## config.mk

```make
export PLATFORM = sky130hd
export DESIGN_NAME = mem_arbiter_flat
export DESIGN_NICKNAME = d
export VERILOG_FILES = /design/src/rtl/mem_arb_pkg.sv /design/src/rtl/mem_arbiter_if.sv /design/src/rtl/mem_arbiter.sv /design/src/flat_wrapper.sv
export SDC_FILE = /design/constraint.sdc
export NUM_CORES = 1
export LEC_CHECK = 0
export BUFFER_PORTS_ARGS = -buffer_cell sky130_fd_sc_hd__buf_2
export CAP_MARGIN = 20
export CORE_ASPECT_RATIO = 0.6
export CORE_MARGIN = 1
export CORE_UTILIZATION = 47
export DETAILED_ROUTE_END_ITERATION = 8
export PLACE_DENSITY_LB_ADDON = 0.3
export SYNTH_ARGS = -nofsm -noshare
export SYNTH_HDL_FRONTEND = slang
export SYNTH_SLANG_ARGS = --single-unit
```

## constraint.sdc

```tcl
create_clock -name clk -period 4.2 [get_ports clk]
set_clock_uncertainty 0.05 [all_clocks]
set_input_delay 0.21 -clock clk [delete_from_list [all_inputs] [get_ports clk]]
set_output_delay 0.21 -clock clk [all_outputs]
set_load 0.1 [all_outputs]
```

## src/rtl/mem_arb_pkg.sv

```systemverilog
// mem_arb_pkg: shared types and default widths for the memory-port arbiter.
//   state_e : arbiter FSM states
//   len_t   : 5-bit DMA burst length (0..MAX_BURST beats)
package mem_arb_pkg;

  localparam int ADDR_W_DEF       = 16;
  localparam int DATA_W_DEF       = 8;
  localparam int MAX_BURST_DEF    = 16;
  localparam int STARVE_LIMIT_DEF = 8;

  typedef logic [4:0] len_t;

  typedef enum logic [1:0] {
    ST_IDLE = 2'd0,
    ST_MAR  = 2'd1,
    ST_DATA = 2'd2,
    ST_DONE = 2'd3
  } state_e;

endpackage

```

## src/rtl/mem_arbiter_if.sv

```systemverilog
// mem_arbiter_if: bundles the three sides of the arbiter.
//   cpu_* : CPU microcode controller strobes and bus, plus the stall back to it
//   dma_* : DMA requester burst request, write/read data channels and status
//   mem_* : single memory port (MAR load, write strobe, data in, read data)
// Modports:
//   slave  : the arbiter itself
//   master : the surrounding system (controller, DMA requester and memory)
interface mem_arbiter_if #(
  parameter int ADDR_W = mem_arb_pkg::ADDR_W_DEF,
  parameter int DATA_W = mem_arb_pkg::DATA_W_DEF
) ();

  logic              cpu_mar_write_en;
  logic              cpu_mem_write_en;
  logic [ADDR_W-1:0] cpu_bus;
  logic              cpu_stall;

  logic              dma_req;
  logic              dma_we;
  logic [ADDR_W-1:0] dma_addr;
  logic [4:0]        dma_len;
  logic [DATA_W-1:0] dma_wdata;
  logic              dma_wvalid;
  logic              dma_wready;
  logic [DATA_W-1:0] dma_rdata;
  logic              dma_rvalid;
  logic              dma_busy;
  logic              dma_done;

  logic              mem_mar_write_en;
  logic              mem_write_en;
  logic [ADDR_W-1:0] mem_data_in;
  logic [DATA_W-1:0] mem_out;

  modport slave (
    input  cpu_mar_write_en, cpu_mem_write_en, cpu_bus,
    output cpu_stall,
    input  dma_req, dma_we, dma_addr, dma_len, dma_wdata, dma_wvalid,
    output dma_wready, dma_rdata, dma_rvalid, dma_busy, dma_done,
    output mem_mar_write_en, mem_write_en, mem_data_in,
    input  mem_out
  );

  modport master (
    output cpu_mar_write_en, cpu_mem_write_en, cpu_bus,
    input  cpu_stall,
    output dma_req, dma_we, dma_addr, dma_len, dma_wdata, dma_wvalid,
    input  dma_wready, dma_rdata, dma_rvalid, dma_busy, dma_done,
    input  mem_mar_write_en, mem_write_en, mem_data_in,
    output mem_out
  );

endinterface

```

## src/rtl/mem_arbiter.sv

```systemverilog
// mem_arbiter: shares the single memory port between the CPU controller and a
// DMA requester. In IDLE the CPU strobes pass straight through; once DMA is
// granted it owns memory for one burst (MAR load + data beat per byte) and
// any CPU strobe in that window is stalled.
// Ports:
//   clk : system clock
//   rst : asynchronous active-low reset; all outputs forced to 0 while low
//   bus : mem_arbiter_if.slave (CPU, DMA and memory sides)
//
//   state   | meaning
//   --------+-----------------------------------------------------------
//   IDLE    | CPU owns memory; grant DMA when it is free or starved
//   MAR     | load memory MAR with the current burst address
//   DATA    | one data beat: write when wvalid, or read for one cycle
//   DONE    | one-cycle burst end pulse, then back to IDLE
module mem_arbiter
  import mem_arb_pkg::*;
#(
  parameter int ADDR_W       = ADDR_W_DEF,
  parameter int DATA_W       = DATA_W_DEF,
  parameter int MAX_BURST    = MAX_BURST_DEF,
  parameter int STARVE_LIMIT = STARVE_LIMIT_DEF
) (
  input logic          clk,
  input logic          rst,
  mem_arbiter_if.slave bus
);

  localparam int SW = $clog2(STARVE_LIMIT + 1);

  state_e            state_q, state_d;
  logic [ADDR_W-1:0] addr_q, addr_d;
  len_t              beats_q, beats_d;
  logic              we_q, we_d;
  logic [SW-1:0]     starve_q, starve_d;

  logic cpu_strobe;
  logic starve_full;
  logic grant;
  logic beat_done;
  len_t len_in;

  assign cpu_strobe  = bus.cpu_mar_write_en | bus.cpu_mem_write_en;
  assign starve_full = (starve_q == SW'(STARVE_LIMIT));
  // Lengths above the supported burst are clamped rather than wrapped.
  assign len_in      = (bus.dma_len > len_t'(MAX_BURST)) ? len_t'(MAX_BURST) : bus.dma_len;

  always_ff @(posedge clk or negedge rst) begin
    if (!rst) begin
      state_q  <= ST_IDLE;
      addr_q   <= '0;
      beats_q  <= '0;
      we_q     <= 1'b0;
      starve_q <= '0;
    end else begin
      state_q  <= state_d;
      addr_q   <= addr_d;
      beats_q  <= beats_d;
      we_q     <= we_d;
      starve_q <= starve_d;
    end
  end

  always_comb begin
    state_d   = state_q;
    addr_d    = addr_q;
    beats_d   = beats_q;
    we_d      = we_q;
    starve_d  = starve_q;
    grant     = 1'b0;
    beat_done = 1'b0;

    bus.cpu_stall        = 1'b0;
    bus.dma_wready       = 1'b0;
    bus.dma_rdata        = '0;
    bus.dma_rvalid       = 1'b0;
    bus.dma_busy         = 1'b0;
    bus.dma_done         = 1'b0;
    bus.mem_mar_write_en = 1'b0;
    bus.mem_write_en     = 1'b0;
    bus.mem_data_in      = '0;

    case (state_q)
      ST_IDLE: begin
        grant = bus.dma_req & (~cpu_strobe | starve_full);
        if (grant) begin
          // A forced grant takes the port away from a CPU strobe this cycle.
          bus.cpu_stall = cpu_strobe;
          we_d          = bus.dma_we;
          addr_d        = bus.dma_addr;
          beats_d       = len_in;
          starve_d      = '0;
          state_d       = (len_in == '0) ? ST_DONE : ST_MAR;
        end else begin
          bus.mem_mar_write_en = bus.cpu_mar_write_en;
          bus.mem_write_en     = bus.cpu_mem_write_en;
          bus.mem_data_in      = bus.cpu_bus;
          if (!bus.dma_req) begin
            starve_d = '0;
          end else if (cpu_strobe && !starve_full) begin
            starve_d = starve_q + 1'b1;
          end
        end
      end

      ST_MAR: begin
        bus.cpu_stall        = cpu_strobe;
        bus.dma_busy         = 1'b1;
        bus.mem_mar_write_en = 1'b1;
        bus.mem_data_in      = addr_q;
        state_d              = ST_DATA;
      end

      ST_DATA: begin
        bus.cpu_stall = cpu_strobe;
        bus.dma_busy  = 1'b1;
        if (we_q) begin
          bus.dma_wready   = 1'b1;
          bus.mem_write_en = bus.dma_wvalid;
          bus.mem_data_in  = {{(ADDR_W - DATA_W){1'b0}}, bus.dma_wdata};
          beat_done        = bus.dma_wvalid;
        end else begin
          bus.dma_rvalid = 1'b1;
          bus.dma_rdata  = bus.mem_out;
          beat_done      = 1'b1;
        end
        if (beat_done) begin
          addr_d  = addr_q + 1'b1;
          beats_d = beats_q - 1'b1;
          state_d = (beats_q == len_t'(1)) ? ST_DONE : ST_MAR;
        end
      end

      ST_DONE: begin
        bus.cpu_stall = cpu_strobe;
        bus.dma_busy  = 1'b1;
        bus.dma_done  = 1'b1;
        state_d       = ST_IDLE;
      end

      default: state_d = ST_IDLE;
    endcase

    // IDLE mirrors CPU strobes combinationally, so reset must gate outputs
    // directly to keep the memory strobes low while rst is held.
    if (!rst) begin
      bus.cpu_stall        = 1'b0;
      bus.dma_wready       = 1'b0;
      bus.dma_rdata        = '0;
      bus.dma_rvalid       = 1'b0;
      bus.dma_busy         = 1'b0;
      bus.dma_done         = 1'b0;
      bus.mem_mar_write_en = 1'b0;
      bus.mem_write_en     = 1'b0;
      bus.mem_data_in      = '0;
    end
  end

endmodule
```

## src/flat_wrapper.sv

```systemverilog
// flat-port wrapper written by rule: the top's interface ports become plain ports
module mem_arbiter_flat import mem_arb_pkg::*;
#(
  parameter int ADDR_W       = ADDR_W_DEF,
  parameter int DATA_W       = DATA_W_DEF,
  parameter int MAX_BURST    = MAX_BURST_DEF,
  parameter int STARVE_LIMIT = STARVE_LIMIT_DEF
)
  (clk, rst, bus_cpu_mar_write_en, bus_cpu_mem_write_en, bus_cpu_bus, bus_cpu_stall, bus_dma_req, bus_dma_we, bus_dma_addr, bus_dma_len, bus_dma_wdata, bus_dma_wvalid, bus_dma_wready, bus_dma_rdata, bus_dma_rvalid, bus_dma_busy, bus_dma_done, bus_mem_mar_write_en, bus_mem_write_en, bus_mem_data_in, bus_mem_out);
  mem_arbiter_if #(.ADDR_W(ADDR_W), .DATA_W(DATA_W)) bus_i ();
  input logic clk;
  input logic rst;
  input wire logic [$bits(bus_i.cpu_mar_write_en)-1:0] bus_cpu_mar_write_en;
  input wire logic [$bits(bus_i.cpu_mem_write_en)-1:0] bus_cpu_mem_write_en;
  input wire logic [$bits(bus_i.cpu_bus)-1:0] bus_cpu_bus;
  output wire logic [$bits(bus_i.cpu_stall)-1:0] bus_cpu_stall;
  input wire logic [$bits(bus_i.dma_req)-1:0] bus_dma_req;
  input wire logic [$bits(bus_i.dma_we)-1:0] bus_dma_we;
  input wire logic [$bits(bus_i.dma_addr)-1:0] bus_dma_addr;
  input wire logic [$bits(bus_i.dma_len)-1:0] bus_dma_len;
  input wire logic [$bits(bus_i.dma_wdata)-1:0] bus_dma_wdata;
  input wire logic [$bits(bus_i.dma_wvalid)-1:0] bus_dma_wvalid;
  output wire logic [$bits(bus_i.dma_wready)-1:0] bus_dma_wready;
  output wire logic [$bits(bus_i.dma_rdata)-1:0] bus_dma_rdata;
  output wire logic [$bits(bus_i.dma_rvalid)-1:0] bus_dma_rvalid;
  output wire logic [$bits(bus_i.dma_busy)-1:0] bus_dma_busy;
  output wire logic [$bits(bus_i.dma_done)-1:0] bus_dma_done;
  output wire logic [$bits(bus_i.mem_mar_write_en)-1:0] bus_mem_mar_write_en;
  output wire logic [$bits(bus_i.mem_write_en)-1:0] bus_mem_write_en;
  output wire logic [$bits(bus_i.mem_data_in)-1:0] bus_mem_data_in;
  input wire logic [$bits(bus_i.mem_out)-1:0] bus_mem_out;
  assign bus_i.cpu_mar_write_en = bus_cpu_mar_write_en;
  assign bus_i.cpu_mem_write_en = bus_cpu_mem_write_en;
  assign bus_i.cpu_bus = bus_cpu_bus;
  assign bus_cpu_stall = bus_i.cpu_stall;
  assign bus_i.dma_req = bus_dma_req;
  assign bus_i.dma_we = bus_dma_we;
  assign bus_i.dma_addr = bus_dma_addr;
  assign bus_i.dma_len = bus_dma_len;
  assign bus_i.dma_wdata = bus_dma_wdata;
  assign bus_i.dma_wvalid = bus_dma_wvalid;
  assign bus_dma_wready = bus_i.dma_wready;
  assign bus_dma_rdata = bus_i.dma_rdata;
  assign bus_dma_rvalid = bus_i.dma_rvalid;
  assign bus_dma_busy = bus_i.dma_busy;
  assign bus_dma_done = bus_i.dma_done;
  assign bus_mem_mar_write_en = bus_i.mem_mar_write_en;
  assign bus_mem_write_en = bus_i.mem_write_en;
  assign bus_mem_data_in = bus_i.mem_data_in;
  assign bus_i.mem_out = bus_mem_out;
  mem_arbiter #(.ADDR_W(ADDR_W), .DATA_W(DATA_W), .MAX_BURST(MAX_BURST), .STARVE_LIMIT(STARVE_LIMIT)) u_core (.clk(clk), .rst(rst), .bus(bus_i));
endmodule
```

==> flow_results.org, run 1 <==
** Timing
- At the pin with the least slew margin, the transition time is 0.787 ns.
- Setup repair after global routing left no endpoint under its margin.
- Final worst setup slack :: 1.28 ns
- The smallest clock period supported by the final layout is computed as 2.92 ns.
- Share of the cycle needed by the critical path after routing :: 69.6%
- Pins over their slew limit :: 0
- The number of endpoints with negative hold slack in the final report came to 0.
- Static timing analysis puts the maximum clock frequency at 342 MHz.
- The tightest hold path in the finished design has a slack of 0.109 ns.
- Max-slew headroom at the worst pin :: 47.5%
- Total of endpoints with negative setup slack in the final report :: 0
- Setup total negative slack on the finished layout was measured at 0 ns.

** Place
- Routability congestion estimate :: 0.863
- The number of placed instances, taps included, is 420.
- Before CTS, the worst setup slack after placement is 1.62 ns.
- The HPWL after detailed placement is 4.75 mm.
- Quantity of I/O buffers inserted on ports :: 90

** Logic synthesis
- Area of the mapped netlist :: 2170 um2
- The synthesized design contains 0 enable-type register cells.
- Count of warnings emitted by yosys :: 0
- Main synth FF type :: dfrtp_1
- Number of storage elements in the synthesis netlist :: 28
- Portion of the post-synthesis area used by sequential elements :: 32.4%
- Post-synthesis net count :: 351
- Yosys mapped the design onto 47 distinct sky130hd cell types.
- Post-synthesis instance total :: 286
- After synthesis, the mean cell area works out to 7.57 um2.
- Of all flip-flops after synthesis, the portion carrying an async set or reset was 100%.

** Clock network
- TritonCTS clock tree :: done
- For the worst-skew pair, the clock arrives at the later sink with an insertion delay of 0.28 ns.
- Clock tree synthesis inserted a total of 3 buffers.
- The root buffer cell chosen for the clock tree is clkbuf_8.
- Clk sink count :: 28
- After clock tree synthesis, the clock-pin slew on the worst setup and hold paths is 0.10 ns.
- Max Buffers Root-to-Sink :: 2
- Post-CTS timing repair inserted 0 buffers for setup.
- Post-CTS resize count :: 0
- H-Tree Level Count :: 1

** Detailed routing
- Post-detailed-route DRC marker count :: 0
- Dividing the detail-routed via count by the number of cells gives 5.88.
- Met3 wire length :: 569 um
- The first detailed-routing pass ran for 4 iterations.
- The final layout contains routed wiring with a total length of 6.33 mm.
- In the final routing, the length of wire on met1 measures 3.00 mm.
- Total via count after detailed routing :: 2499
- In this run the remaining antenna-violating nets after routing total 0.
- Highest routing layer actually used :: met4
- DRC violation total after the first TritonRoute iteration :: 177
- Per-cell routed wire length :: 14.9 um
- Summed over all nets, wire length on met2 after detailed routing comes to 2.73 mm.

** Status
- Result of the run :: finished, final reports clean

** Final layout
- Nets@finish :: 431
- Commonest non-fill, non-tap cells in the layout :: buf_2, nand2_1, a21oi_1
- After the flow finishes, the layout carries non-filler instances totaling 425.
- The area growth from synthesis to layout is 24.7%.
- Utilization after layout :: 63.4%
- The repair_antennas step left the layout with diodes totalling 0.
- The post-route netlist has 28.8% of its cells at a drive strength greater than 1.
- Leaving out fill and tap cells, the most frequent cell in the layout is buf_2.

** Global routing
- Global-route congestion overflow total :: 0
- Total global-route track usage :: 26.0%
- The first global-routing pass estimated 9.54 mm of wire.
- Via count of the first global-routing pass :: 2046
- Entering global routing, the biggest net connects 30 pins.
- The number of antenna violations at the first check in global routing came to 0.

** Critical path
- Worst-path cell with the longest stage delay :: dfrtp_1
- The worst setup path is of the flip-flop to primary output kind.
- Traced cell by cell, the critical path runs through buf_4, or2_2, nor2_2, nand2_1, a21oi_1, buf_2.
- Worst path required time :: 3.94 ns
- Element type at the critical path end :: primary output
- On the worst path, the slowest cell contributes a delay of 0.60 ns.
- STA puts the critical path data arrival time at 2.66 ns.
- Cell family contributing the most delay on the critical path :: simple AND/OR/NAND/NOR gates
- Of all nets on the critical path, the largest fanout is 18.
- Worst setup SP type :: flip-flop
- Together, buffers and inverters on the worst path number 2.

** Flow run
- Max-Cap Viols :: 0

** Min path
- The worst hold path belongs to the class input pin to flip-flop.

** Die
- The initial utilization of the core area, before any placement, comes to 50.9%.
- In this run the vertical extent of the chip is 54.6 um.
- Row generation in the floorplan step produced 18 rows.
- The die covers 4890 um2.
- The core region is 4260 um2.
- Die boundary width :: 89.6 um
- I/O Pins :: 91

** Power
- Pleak :: 0.00127 uW
- VDD sags by at most 0.511 mV.
- Power density over the cells :: 811 nW/um2
[power by group]
group	total [uW]	switching (uW)	internal, uW
clock	167	82.8	84.0
combinational	1410	1030	383
sequential	610	218	393
total	2190	1330	860
[per-stage QoR]
step / instance area [um2] / total power [uW]
detailed placement: 2640 / 2010
finish: 2700 / 2190
global placement: 2640 / 1970
global route: 2700 / 2330
floorplan: 2170 / 1730
CTS: 2700 / 2170
[repair_timing]
item,in CTS,in global routing
endpoints found under the setup margin,0,0
hold endpoints to repair,20,0
hold buffers,1,0
[kinds of logic after synthesis]
| kind of cell | Yosys count | share of synthesized area (%) |
|---|---|---|
| flip-flops | 28 | 32.4 |
| AND/OR/NAND/NOR | 133 | 32.1 |
| multiplexers | 3 | 1.44 |
| buffers and inverters | 27 | 5.03 |
| AO/OA/AOI/OAI | 90 | 26.2 |
| adder cells (fa/ha/maj) | 5 | 2.89 |
[final timing paths]
path,startpoint,end,slack (ns),cells after the start
worst min-delay path,bus_dma_we,u_core.we_q,0.11,2
max in group asynchronous,rst,u_core.beats_q[0],3.12,3
worst max register to register,u_core.state_q[0],u_core.addr_q[14],1.67,5
worst min register to register,u_core.beats_q[4],u_core.beats_q[4],0.49,1
worst max-delay path,u_core.state_q[1],bus_mem_data_in[7],1.28,6
min in group asynchronous,rst,u_core.beats_q[2],0.42,2
[area by class of cell]
class | instances | area (um2)
fillers | 404 | 1560
multi-input cells | 231 | 1360
well taps | 60 | 75.1
flip-flops and latches | 28 | 701
repair buffers | 94 | 483
inverters | 8 | 30.0
clock buffers | 4 | 55.1
[synthesized netlist by cell type, types with 6 or more instances]
cell / instances / area, um2
nand3b_1: 10 / 75.1
nand2_1: 36 / 135
nor3_1: 10 / 50.1
inv_1: 7 / 26.3
and2_1: 11 / 68.8
o21ai_0: 19 / 95.1
nor2_1: 23 / 86.3
a21oi_1: 31 / 155
nand3_1: 13 / 65.1
a31oi_1: 6 / 37.5
buf_2: 6 / 30.0
clkbuf_1: 11 / 41.3
a32oi_1: 8 / 70.1
dfrtp_1: 28 / 701
[flip-flops by register name, indices dropped and copies added, names as in the netlist]
signal / count
u_core.addr_q: 16
u_core.starve_q: 4
u_core.beats_q: 5
u_core.we_q: 1
u_core.state_q: 2
[metal layers]
layer	GRT usage, %	vias up
li1	-	1206
met1	38.2	1178
met2	40.3	111
met3	5.13	4
met4	3.97	0
met5	0	-
Note: power is estimated with default switching activity, not from simulation.
==> inputs of run 2 (changes only) <==
- ABC_AREA: not set -> 1
- CORE_UTILIZATION: 47 -> 45
- clock period: 4.2 -> 2.4 ns (I/O delays scaled with it)
==> flow_results.org, run 2 <==
** Final layout
- Fraction of layout instances using a drive strength above 1 :: 32.8% (+4.1 points)
- Commonest non-fill, non-tap cells in the layout :: nand2_1, buf_2, inv_1
- Nets@finish :: 524 (+22%)
- The library cell used most frequently in the layout, excluding fill and tap cells, is nand2_1.
- The flip-flop count of the largest register, all copies and words added is 16 (unchanged).
- The number of antenna cells inserted is 0 (unchanged).
- Biggest regs :: u_core.addr_q x16, u_core.beats_q x5, u_core.starve_q x4
- Counting flops per register, the top entry is u_core.addr_q.
- Synthesis-to-finish area growth :: 46.3%

** Clock network
- The number of levels the H-tree was split into was 1 (unchanged).
- CTS Buf Count :: 3 (unchanged)
- The total clock sinks was 28 (unchanged).
- TritonCTS clock tree :: done
- Number of setup buffers added after CTS :: 0 (unchanged)
- Insertion delay to the later sink of the worst-skew pair :: 0.28 ns (about the same)
- The clock slew at the register clock pins of the worst setup and hold paths came to 0.10 ns (about the same).
- The cell sitting at the root of the clock tree is a clkbuf_8.
- Max Buffers Root-to-Sink :: 2 (unchanged)

** Timing
- The number of endpoints with negative hold slack in the final report was 0 (unchanged).
- RSZ-0062 raised after global routing :: no
- Based on the critical path, the design can be clocked at up to 433 MHz.
- Pins over their slew limit :: 0 (unchanged)
- Final worst setup slack :: 0.0895 ns (-1.19 ns)
- Worst slew pin tran :: 0.669 ns (-0.118 ns)
- The normalized max-slew margin is 55.3% (+7.8 points).
- Post-layout minimum cycle time :: 2.31 ns
- Share of the cycle needed by the critical path after routing :: 96.3%
- Total of endpoints with negative setup slack in the final report :: 0 (unchanged)

** Critical path
- The longest individual stage delay on the worst path was 0.52 ns (-0.08 ns).
- Worst path required time :: 2.23 ns (-1.71 ns)
- Cell family contributing the most delay on the critical path :: buffers and inverters
- In this run the critical register-to-register path is captured at u_core.addr_q[5].
- Logic depth of the worst path, buffers included :: 7 (+1)
- Classification of the worst setup path :: flip-flop to primary output
- In this run the critical register-to-register path is launched from u_core.state_q[1].
- Reg2Reg Setup Slack :: 0.45 ns (-1.22 ns)
- The largest fanout of any net on the critical path came to 17 (-1).
- Worst-path cell with the longest stage delay :: inv_1
- The buffers plus inverters on the worst setup path is 4 (+2).
- Timing endpoint of the critical path :: bus_dma_rdata[1]
- Depth of the most critical reg-to-reg path :: 7 (+2)
- The worst setup path is captured at a primary output.
- Walking the worst path, the cells encountered are inv_2, nor2_4, inv_2, nor3_4, inv_1, nor2_4, buf_12.
- STA classifies the critical path startpoint as a flip-flop.
- Launching element of the worst setup path :: u_core.state_q[1]
- The endpoint arrival time on the critical path came to 2.14 ns (-0.52 ns).

** Logic synthesis
- Fraction of post-synthesis cell area in the top cell type by area :: 29.8% (-2.5 points)
- Ranked by instance count, the synthesized netlist is headed by nand2_1, inv_1, nor2_1.
- Main synth FF type :: dfrtp_1
- Distinct cell type count after synthesis :: 34 (-28%)
- Most used standard cell by instance count after synthesis :: nand2_1
- The gate count after technology mapping came to 371 (+30%).
- The number of synthesis warnings is 0 (unchanged).
- Ys async rst share :: 100% (unchanged)
- Post-synthesis net count :: 436 (+24%)
- The average footprint of a synthesized cell was 6.34 um2 (-16%).
- Number of enable flip-flop cells after synthesis :: 0 (unchanged)
- The flop and latch count out of synthesis was 28 (unchanged).
- The part of the Yosys area used for sequential elements came to 29.8% (-2.5 points).
- Cell type with the largest total area after synthesis :: dfrtp_1
- The post-synthesis instance area was 2350 um2 (+8.5%).
- Main area contributors after synthesis :: dfrtp_1, nand2_1, inv_1

** Power
- Power spent charging and discharging nets :: 2700 uW (+100%)
- Power density over the cells :: 1310 nW/um2 (+62%)
- Internal Power :: 1820 uW (+110%)
- The part of the power in combinational logic is 70.9% (+6.4 points).
- The switching power as a share of total power is 59.8% (-0.95 points).
- Pleak :: 0.00168 uW (+32%)
- Max VDD drop :: 0.630 mV (+23%)
- Post-layout power :: 4520 uW (+110%)
- Share of power burned in registers :: 23.1% (-4.8 points)
- The clock network fraction of design power came to 6.0% (-1.6 points).

** Die
- The boundary pin count came to 91 (unchanged).
- Core region area :: 4800 um2 (+13%)
- Die area :: 5530 um2 (+13%)
- The initial core utilization is 49.0% (-1.9 points).
- Number of placement rows :: 19 (+1)
- Chip Height :: 58.0 um (+6.2%)
- Die boundary width :: 95.3 um (+6.3%)

** Place
- The worst setup slack after placement is 0.215 ns (-1.40 ns).
- The HPWL after detailed placement came to 6.01 mm (+26%).
- The routability congestion estimate from global placement was 0.905 (+4.9%).
- Quantity of I/O buffers inserted on ports :: 90 (unchanged)

** Detailed routing
- The count of routing violations after the opening detailed-route iteration was 234 (+32%).
- The number of DRC violations after detailed routing was 0 (unchanged).
- The mean number of vias per cell was 5.36 (-8.9%).
- DR pass1 iterations :: 5 (+1)
- The residual antenna-violating net count after detailed routing is 0 (unchanged).
- The overall routed net length was 7.75 mm (+22%).
- The average wire length per cell after detail routing is 14.9 um (about the same).
- Total via count after detailed routing :: 2785 (+11%)

** Flow run
- Max-Cap Viols :: 0 (unchanged)

** Global routing
- The global-route usage over all layers was 29.1% (+3.1 points).
- The total overflow reported by the global router is 0 (unchanged).
- The wire length of the first global-routing pass was 12.2 mm (+28%).
- The maximum number of pins on one net before global-route repair was 31 (+3.3%).
- The number of global-route vias before repair is 2546 (+24%).
- The number of antenna violations at the first check in global routing came to 0 (unchanged).

** Status
- Result of the run :: finished, final reports clean

** Min path
- Class of the most critical hold timing path :: input pin to flip-flop
run 2: changes by cell type after synthesis, sizes merged, moves of 8 or more:
cell,delta
a21oi,-13
a32oi,-8
and2,-11
clkbuf,-9
inv,+41
nand2,+97
nand3,+19
nand3b,-9
nor2,+17
run 2: final cells by class:
type | count | area, um2
Timing Repair inverter | 1 | 7.51
Clock buffer | 3 | 41.3
Fill cell | 407 | 1360
Sequential cell | 28 | 702
Tap cell | 63 | 78.8
Timing Repair Buffer | 94 | 891
Multi-Input combinational cell | 282 | 1530
Inverter | 49 | 188
run 2: per-layer routing:
| metal | wire (um) | up-vias | global-route usage (%) |
|---|---|---|---|
| met5 | 0 | - | 0 |
| met3 | 951 | 6 | 6.17 |
| met4 | 42 | 0 | 4.55 |
| li1 | - | 1350 | - |
| met1 | 3460 | 1256 | 43.4 |
| met2 | 3300 | 173 | 44.0 |
run 2: timing repair:
action                                 CTS  global route
pin swaps                                0             0
endpoints found under the hold margin   28             0
hold buffers                             1             0
gates resized for setup                  2             3
setup endpoints to repair               20             6
gates cloned                             0             1
run 2: logic make-up (layout without fill, tap and decap cells):
logic type | after synthesis | count (layout) | share of synthesized area (%)
buf+inv | 61 | 147 | 11.4
fa+ha+maj | 5 | 5 | 2.66
xor+xnor | 3 | 3 | 1.12
simple gates | 220 | 220 | 40.6
flops | 28 | 28 | 29.8
compound gates | 54 | 54 | 14.5
run 2: worst min-delay path, cell delays in order:
cell and delay [ns]:
buf_2 0.09, nor2_1 0.04, a21oi_1 0.11
run 2: worst min path at each step:
stage	startpoint	endpoint	slack (ns)	cells past startpoint
finish	bus_dma_we	u_core.we_q	0.05	3
detailed placement	rst	u_core.starve_q[3]	0.12	2
global route	bus_dma_we	u_core.we_q	0.07	3
global placement	rst	u_core.we_q	0.12	2
CTS	bus_dma_we	u_core.we_q	0.06	3
floorplan	rst	u_core.addr_q[0]	-0.23	0
run 2: through the flow:
step | std cells | hold slack, ns | utilization [%] | area (um2) | setup TNS (ns)
final | 520 | 0.0533 | 71.6 | 3440 | 0
after CTS | 519 | 0.0605 | 71.3 | 3420 | 0
after floorplan | 371 | -0.226 | - | 2490 | -4.15
after global placement | 515 | 0.124 | 70.1 | 3370 | 0
after global routing | 520 | 0.0720 | 71.6 | 3440 | 0
after detailed placement | 515 | 0.122 | 70.1 | 3370 | 0
run 2: power by group through the flow:
stage               Combinational (uW)  Clock (uW)  Sequential (uW)
detailed placement                3150           0             1030
finish                            3210         270             1050
CTS                               3170         269             1020
global route                      3450         288             1070
floorplan                         2420           0              895
global placement                  3070           0             1020
==> inputs of run 3 (changes only) <==
- CORE_UTILIZATION: 45 -> 47
- clock period: 2.4 -> 2.8 ns (I/O delays scaled with it)
==> flow_results.org, run 3 (synthesis results as in run 2) <==
** Status
- Result of the run :: finished, final reports clean

** Power
- Share of power burned in registers :: 24.1% (+1.0 points)
- The part of the power in combinational logic came to 66.9% (-4.0 points).
- Clk network pwr share :: 9.0% (+3.0 points)
- The switching power as a share of total power came to 60.5% (+0.78 points).
- Power density over the cells :: 1180 nW/um2 (-10%)
- Power spent charging and discharging nets :: 2230 uW (-18%)
- The cell internal power dissipation was 1450 uW (-20%).
- Pleak :: 0.00164 uW (-2.7%)
- Max VDD drop :: 0.484 mV (-23%)

** Global routing
- The wire length of the first global-routing pass came to 11.4 mm (-6.3%).
- The number of global-route vias before repair was 2392 (-6.0%).
- The number of antenna violations at the first check in global routing came to 0 (unchanged).
- Total global-route track usage :: 27.8% (-1.3 points)
- Global-route congestion overflow total :: 0 (unchanged)
- The maximum number of pins on one net before global-route repair was 31 (unchanged).

** Clock network
- Clk sink count :: 28 (unchanged)
- H-Tree Level Count :: 1 (unchanged)
- Number of setup buffers added after CTS :: 0 (unchanged)
- The tree is rooted in a clkbuf_8.
- The number of buffers on the longest clock path is 2 (unchanged).
- Clock Pin Slew Worst Setup and Hold Paths :: 0.10 ns (about the same)
- Insertion delay to the later sink of the worst-skew pair :: 0.28 ns (about the same)
- CTS Buf Count :: 3 (unchanged)
- TritonCTS clock tree :: done

** Critical path
- Classification of the worst setup path :: flip-flop to primary output
- The most critical setup path has its startpoint at u_core.state_q[1].
- Reg-to-reg critical path startpoint :: u_core.state_q[1]
- The worst setup path is launched from a flip-flop.
- Depth of the most critical reg-to-reg path :: 8 (+1)
- The worst register-to-register path ends at u_core.beats_q[2].
- Max FO, Critical Path :: 17 (unchanged)
- The worst setup path is captured at a primary output.
- The worst reg-to-reg setup slack came to 0.82 ns (+0.37 ns).
- The critical path ends at bus_mem_data_in[2].
- Worst path required time :: 2.61 ns (+0.38 ns)
- Critical path data arrival time :: 2.33 ns (+0.19 ns)

** Place
- Worst slack after detailed placement :: 0.491 ns (+0.276 ns)
- The HPWL after detailed placement was 5.43 mm (-9.7%).
- Quantity of I/O buffers inserted on ports :: 90 (unchanged)
- Routability congestion estimate :: 0.868 (-4.1%)

** Die
- The die outline area came to 5300 um2 (-4.1%).
- Chip Height :: 56.8 um (-2.1%)
- The horizontal die dimension was 93.3 um (-2.1%).
- Number of placement rows :: 19 (unchanged)
- The area of the core came to 4680 um2 (-2.5%).
- I/O Pins :: 91 (unchanged)
- The initial core utilization came to 50.2% (+1.2 points).

** Timing
- The normalized max-slew margin came to 61.4% (+6.1 points).
- Dividing the final minimum period by the clock period gives 89.9%.
- The count of pins over their slew limit is 0 (unchanged).
- Final worst setup slack :: 0.283 ns (+0.193 ns)
- Setup repair after global routing left no endpoint under its margin.
- Maximum clock frequency :: 397 MHz
- Total of endpoints with negative setup slack in the final report :: 0 (unchanged)
- Post-layout minimum cycle time :: 2.52 ns
- The number of endpoints with negative hold slack in the final report was 0 (unchanged).
- The transition time at the pin with the least slew margin came to 0.578 ns (-0.0916 ns).

** Final layout
- Utilization after layout :: 66.7% (-4.9 points)
- Fraction of layout instances using a drive strength above 1 :: 32.4% (-0.44 points)
- The net total in the final layout was 523 (-0.19%).
- The flip-flop count of the largest register, all copies and words added came to 16 (unchanged).
- Biggest regs :: u_core.addr_q x16, u_core.beats_q x5, u_core.starve_q x4
- Relative to the synthesized area, the layout overhead comes to 32.9%.
- Commonest non-fill, non-tap cells in the layout :: nand2_1, buf_2, inv_1
- Final antenna diode count :: 0 (unchanged)
- Filler cell count :: 432 (+6.1%)
- The library cell used most frequently in the layout, excluding fill and tap cells, is nand2_1.
- Most flop-heavy register :: u_core.addr_q

** Detailed routing
- The residual antenna-violating net count after detailed routing was 0 (unchanged).
- Routed vias/inst :: 5.25 (-1.9%)
- DRC violation total after the first TritonRoute iteration :: 248 (+6.0%)
- The overall routed net length came to 7.06 mm (-8.9%).
- The number of DRC violations after detailed routing came to 0 (unchanged).
- DR pass1 iterations :: 5 (unchanged)
- Per-cell routed wire length :: 13.6 um (-8.9%)
- Total via count after detailed routing :: 2731 (-1.9%)

** Flow run
- Max-Cap Viols :: 0 (unchanged)

** Min path
- The worst hold path belongs to the class input pin to flip-flop.
run 3: per-layer routing:
layer / vias up / routed length [um] / global-route usage, % / share of wire, %
li1: 1358 / - / - / -
met1: 1240 / 3470 / 42.7 / 49
met2: 125 / 2830 / 40.4 / 40
met3: 8 / 700 / 5.15 / 9.9
met4: 0 / 56 / 4.84 / 0.79
met5: - / 0 / 0 / 0
run 3: worst min-delay path by stage:
stage | from | to | slack (ns) | cells past startpoint
finish | bus_dma_we | u_core.we_q | 0.08 | 3
global route | bus_dma_we | u_core.we_q | 0.08 | 3
CTS | bus_dma_we | u_core.we_q | 0.08 | 3
detailed placement | rst | u_core.beats_q[3] | 0.18 | 2
global placement | rst | u_core.beats_q[3] | 0.18 | 2
floorplan | rst | u_core.addr_q[0] | -0.21 | 0
run 3: cell type report:
class	count	area, um2	share of cell area (%)
Multi-Input combinational cell	282	1480	47.5
Sequential cell	28	701	22.4
Timing Repair Buffer	94	603	19.3
Inverter	49	188	6.00
Tap cell	63	78.8	2.52
Clock buffer	3	41.3	1.32
Clock inverter	1	30.0	0.961
run 3: critical path, cell delays in order, from the launching register on:
cell and delay [ns]:
dfrtp_1 0.63, inv_2 0.11, nor2_4 0.11, inv_2 0.17
nor2_2 0.30, a22oi_1 0.15, a21oi_2 0.13, buf_2 0.43
run 3: stage by stage:
step | instances | area (um2) | total power [uW] | hold WS [ns] | setup TNS [ns]
6_report | 520 | 3130 | 3680 | 0.0834 | 0
5_1_grt | 520 | 3130 | 3920 | 0.0832 | 0
4_1_cts | 520 | 3120 | 3660 | 0.0847 | 0
3_5_place_dp | 515 | 3040 | 3320 | 0.183 | 0
3_3_place_gp | 515 | 3040 | 3260 | 0.185 | 0
2_1_floorplan | 371 | 2450 | 2830 | -0.206 | -1.44
run 3: power groups by stage:
stage / Combinational [uW] / Sequential (uW) / Clock (uW)
6_report: 2460 / 887 / 332
5_1_grt: 2670 / 912 / 341
4_1_cts: 2450 / 874 / 330
3_5_place_dp: 2440 / 881 / 0
3_3_place_gp: 2390 / 870 / 0
2_1_floorplan: 2060 / 767 / 0
run 3: what timing repair did:
action | in CTS | in global routing
gates resized for setup | 0 | 1
endpoints found under the hold margin | 28 | 0
hold buffers | 1 | 0
endpoints found under the setup margin | 0 | 1
